$ cat config.mk
export PLATFORM = sky130hd
export DESIGN_NAME = srwpl_serial_ctrl
export DESIGN_NICKNAME = d
export VERILOG_FILES = /design/src/rtl/srwpl_serial_ctrl.sv
export SDC_FILE = /design/constraint.sdc
export NUM_CORES = 1
export LEC_CHECK = 0
export ABC_AREA = 1
export BUFFER_PORTS_ARGS = -buffer_cell sky130_fd_sc_hd__buf_2
export CAP_MARGIN = 10
export CORE_AREA = 2 2 47 49
export CTS_CLUSTER_DIAMETER = 30
export DETAILED_ROUTE_END_ITERATION = 8
export DIE_AREA = 0 0 49 51
export GPL_ROUTABILITY_DRIVEN = 0
export PLACE_DENSITY = 0.76
export SYNTH_ARGS = -nofsm -noshare
export SYNTH_HDL_FRONTEND = slang
export SYNTH_SLANG_ARGS = --single-unit
$ cat constraint.sdc
create_clock -name clk -period 1.25 [get_ports clk]
set_input_delay 0 -clock clk [delete_from_list [all_inputs] [get_ports clk]]
set_output_delay 0 -clock clk [all_outputs]
set_load 0.1 [all_outputs]
$ cat src/rtl/srwpl_serial_ctrl.sv
// srwpl_serial_ctrl: drives the 2-bit mode select of an external N-bit shift
// register with parallel load (00 hold, 01 load, 10 shift left, 11 shift
// right) to serialize parallel words. A word and direction are accepted
// over a valid/ready handshake, loaded, then stepped N times under
// serial-side backpressure (MSB-first for left, LSB-first for right).
//
// Optional feature: define SRWPL_SERIAL_ABORT_EN to add an 'abort' input
// that cancels the word in progress and returns to IDLE without a done pulse.
module srwpl_serial_ctrl #(
   parameter int N = 8
) (
   input  logic         clk,
   input  logic         rst,
   input  logic         in_valid,
   output logic         in_ready,
   input  logic [N-1:0] in_data,
   input  logic         in_dir,
   output logic [1:0]   sel,
   output logic [N-1:0] sr_in,
   input  logic [N-1:0] sr_out,
   output logic         ser_valid,
   input  logic         ser_ready,
   output logic         ser_bit,
   output logic         busy,
   output logic         done
`ifdef SRWPL_SERIAL_ABORT_EN
   ,
   input  logic         abort
`endif
);

   localparam int CW = $clog2(N + 1);

   localparam logic [1:0] SEL_HOLD  = 2'b00;
   localparam logic [1:0] SEL_LOAD  = 2'b01;
   localparam logic [1:0] SEL_LEFT  = 2'b10;
   localparam logic [1:0] SEL_RIGHT = 2'b11;

   typedef enum logic [1:0] {
      S_IDLE,
      S_LOAD,
      S_SHIFT,
      S_DONE
   } state_t;

   state_t         state_q, state_d;
   logic [CW-1:0]  cnt_q,   cnt_d;
   logic [N-1:0]   data_q,  data_d;
   logic           dir_q,   dir_d;
   logic           abort_w;

`ifdef SRWPL_SERIAL_ABORT_EN
   assign abort_w = abort;
`else
   assign abort_w = 1'b0;
`endif

   // Parallel load data is always the captured word.
   assign sr_in = data_q;

   // Serial bit taps the register end that leaves first for the direction.
   assign ser_bit = dir_q ? sr_out[0] : sr_out[N-1];

   // State, counter and captured word registers with synchronous reset.
   always_ff @(posedge clk) begin
      // NOTE: sequential state uses non-blocking assignments so every
      // register samples the pre-edge values regardless of statement order.
      if (rst) begin
         state_q <= S_IDLE;
         cnt_q   <= '0;
         data_q  <= '0;
         dir_q   <= 1'b0;
      end else begin
         state_q <= state_d;
         cnt_q   <= cnt_d;
         data_q  <= data_d;
         dir_q   <= dir_d;
      end
   end

   // Next-state logic and output decode from state and handshakes.
   always_comb begin
      // NOTE: every signal gets a default first so no path leaves one
      // unassigned, which would otherwise infer a latch.
      state_d   = state_q;
      cnt_d     = cnt_q;
      data_d    = data_q;
      dir_d     = dir_q;
      sel       = SEL_HOLD;
      in_ready  = 1'b0;
      ser_valid = 1'b0;
      done      = 1'b0;
      busy      = (state_q != S_IDLE);

      unique case (state_q)
         S_IDLE: begin
            in_ready = 1'b1;
            if (in_valid) begin
               data_d  = in_data;
               dir_d   = in_dir;
               state_d = S_LOAD;
            end
         end
         S_LOAD: begin
            sel     = SEL_LOAD;
            cnt_d   = '0;
            state_d = S_SHIFT;
         end
         S_SHIFT: begin
            ser_valid = 1'b1;
            if (ser_ready) begin
               sel = dir_q ? SEL_RIGHT : SEL_LEFT;
               if (cnt_q == CW'(N - 1)) begin
                  // Last bit: park the counter at zero rather than N.
                  cnt_d   = '0;
                  state_d = S_DONE;
               end else begin
                  cnt_d = cnt_q + CW'(1);
               end
            end
         end
         S_DONE: begin
            done    = 1'b1;
            state_d = S_IDLE;
         end
         default: begin
            state_d = S_IDLE;
         end
      endcase

      // Abort cancels any active word; the register is left holding.
      if (abort_w && (state_q != S_IDLE)) begin
         sel       = SEL_HOLD;
         ser_valid = 1'b0;
         done      = 1'b0;
         cnt_d     = '0;
         state_d   = S_IDLE;
      end

      // Reset masks all handshake and control outputs while asserted.
      if (rst) begin
         sel       = SEL_HOLD;
         in_ready  = 1'b0;
         ser_valid = 1'b0;
         done      = 1'b0;
         busy      = 1'b0;
      end
   end

endmodule
==> flow_summary.ini <==
[outcome]
status = finished, violations left
violations = negative setup slack

[yosys]
ys_warn_count = 0
yosysTopAreaCellShare_pct = 39.6
syn_area_per_cell_um2 = 7.36
yosysSeqAreaShare_pct = 39.6
synth_cells = 103
syn_nets = 129
syn_area_um2 = 758
synth_area_leaders = dfxtp_1 40%, nor2_1 13%, ha_1 8.3%
yosysTopAreaCell = dfxtp_1
ys_types = 20
ys_ff_latch = 15

[pwr]
power_uw = 3110
cellLeakagePower_uw = 0.000622
p_per_area_mw_per_mm2 = 2250
peakVddDrop_uv = 1780

[global_route]
grt_pass1_vias = 811
track_usage_pct = 17.4
grt_pass1_wl_um = 3370
grt_overflow = 0
grt_max_degree = 11
antenna_found_initial = 0

[route]
drc = 0
drt_iter0_drc = 4
drt-total-wl_um = 2100
routedWlPerCell_um = 11.4
drt-vias-per-instance = 4.45
first_pass_iters = 4
ant_nets = 0
vias = 819

[job]
max-cap-violations = 0

[floorplanning]
core-area_mm2 = 0.00206
fp-row-count = 17
dieArea_mm2 = 0.00250
die_y_um = 51
ioPinCount = 36
start_util_pct = 36.7
die_w_um = 49

[timing]
setup_slack_ns = -0.219
slew_headroom_pct = 66.6
layout_min_cycle_time_ns = 1.47
fin_worst_skew_ns = 0.00153
setup_viol = 11
hold_viol_final = 0
rsz0062_at_grt = yes
slew_violations = 0
fmax_ghz = 0.681
period_share_pct = 118
worst_pin_slew_ns = 0.504

[placed_design]
placed_area_mm2 = 0.00112
dpl.hpwl_um = 1380
port_buffers = 29

[clock_tree]
clk_latency_ns = 0.28
cts_inserted_buffers = 3
cts_tree = built
cts_buffer_depth = 2
htree_levels = 1
cts_sinks = 15
root_buffer = clkbuf_4
clk_pin_slew_ns = 0.09

[critical_path]
crit_slowest_cell = dfxtp_2
crit_type = register to output pin
r2r_slack_ns = -0.06
critPathMaxStageDelay_ns = 0.34
crit_family = buffers and inverters
worst_setup_path_end_kind = output pin
cp.arrival_ns = 1.47
required_ns = 1.25
worst-path-max-fanout = 3
start_kind = register
path_cells = inv_4 > ha_4 > nand2_4 > buf_4 > buf_6 > nor2_4 > buf_12
cp_num_buf_inv = 4

[finish]
fin_nets = 183
final_common_cell = buf_2
drive_gt1_share_pct = 50.0
final_cell_mix = 22 x buf_2, 20 x nor2_1, 12 x dfxtp_1
area_delta_synth_final_pct = 81.8
diodes = 0
stdcell_area_mm2 = 0.00138

[worst_hold_path]
hp-class = input pin to register
==> power breakdown <==
part	leakage, µW	internal [µW]	switching [µW]
combinational	0.000480	685	1450
sequential	0.000125	607	96.6
clock	0.0000177	119	153
==> per-stage QoR <==
step                TNS [ns]  utilization [%]  hold slack (ns)  instances  setup WS (ns)
detailed placement   -0.0432             54.4            0.260        163        -0.0356
CTS                   -0.813             63.7           0.0899        181         -0.273
global placement           0             54.4            0.247        163         0.0340
finish                -0.838             66.8            0.117        184         -0.219
floorplan             -0.713                -            0.167        103         -0.394
global route           -1.48             66.8            0.142        184         -0.269
==> logic make-up after synthesis <==
| family | after synthesis | synth area share, % |
|---|---|---|
| mux | 1 | 1.49 |
| fa+ha+maj | 5 | 8.25 |
| simple gates | 49 | 27.2 |
| buf+inv | 14 | 7.09 |
| compound gates | 19 | 16.3 |
| flops | 15 | 39.6 |
==> area by class of cell <==
class / instances / area, µm²
sequential: 15 / 307
timing repair buffer: 50 / 437
clock inverter: 1 / 5.00
fill: 166 / 684
inverter: 13 / 57.6
tap: 28 / 35.0
multi-input combinational: 74 / 515
clock buffer: 3 / 22.5
==> synthesized netlist by cell type <==
cell and number:
o21a_1 1, inv_2 1, o21ai_0 9, nor2_1 26
a211oi_1 1, nand2_1 14, dfxtp_1 15, ha_1 5
a21oi_2 1, nand3_1 4, clkinv_1 1, o21ai_2 1
buf_2 1, a31oi_4 1, or2_1 1, mux2_2 1
nand2_4 1, a21oi_1 5, inv_1 11, nand4_1 3
==> layer usage <==
layer / wire length, µm / GRT usage (%) / vias to the layer above
met5: 0 / 0 / -
li1: - / - / 439
met3: 106 / 2.92 / 2
met4: 9 / 7.14 / 0
met1: 869 / 20.1 / 354
met2: 1120 / 31.7 / 24
==> what timing repair did <==
item | 4_1_cts | 5_1_grt
gates resized for setup | 14 | 17
pin swaps | 10 | 6
cloned | 0 | 0
setup buffers | 6 | 4
hold buffers | 9 | 0
endpoints found under the hold margin | 9 | 0
endpoints found under the setup margin | 7 | 19
==> flip-flops by register name (all words and copies together), names as in the netlist <==
register / count
cnt_q: 4
sr_in: 8
state_q: 2
dir_q: 1
==> worst min-delay path: cells and delay by family <==
family / cells / cell delay (ns)
AND/OR/NAND/NOR: 2 / 0.17
buffers and inverters: 1 / 0.11
AO/OA/AOI/OAI: 1 / 0.08
==> final timing paths <==
path,startpoint,endpoint,cells after the start
hold reg to reg,sr_in[1]$_SDFFE_PP0P_,sr_in[1]$_SDFFE_PP0P_,2
setup / recovery,state_q[0]$_SDFFE_PP0P_,sel[1],7
setup reg to reg,state_q[0]$_SDFFE_PP0P_,cnt_q[2]$_SDFFE_PP0P_,9
hold / removal,in_valid,sr_in[5]$_SDFFE_PP0P_,4
(Power assumes the default switching activity.)
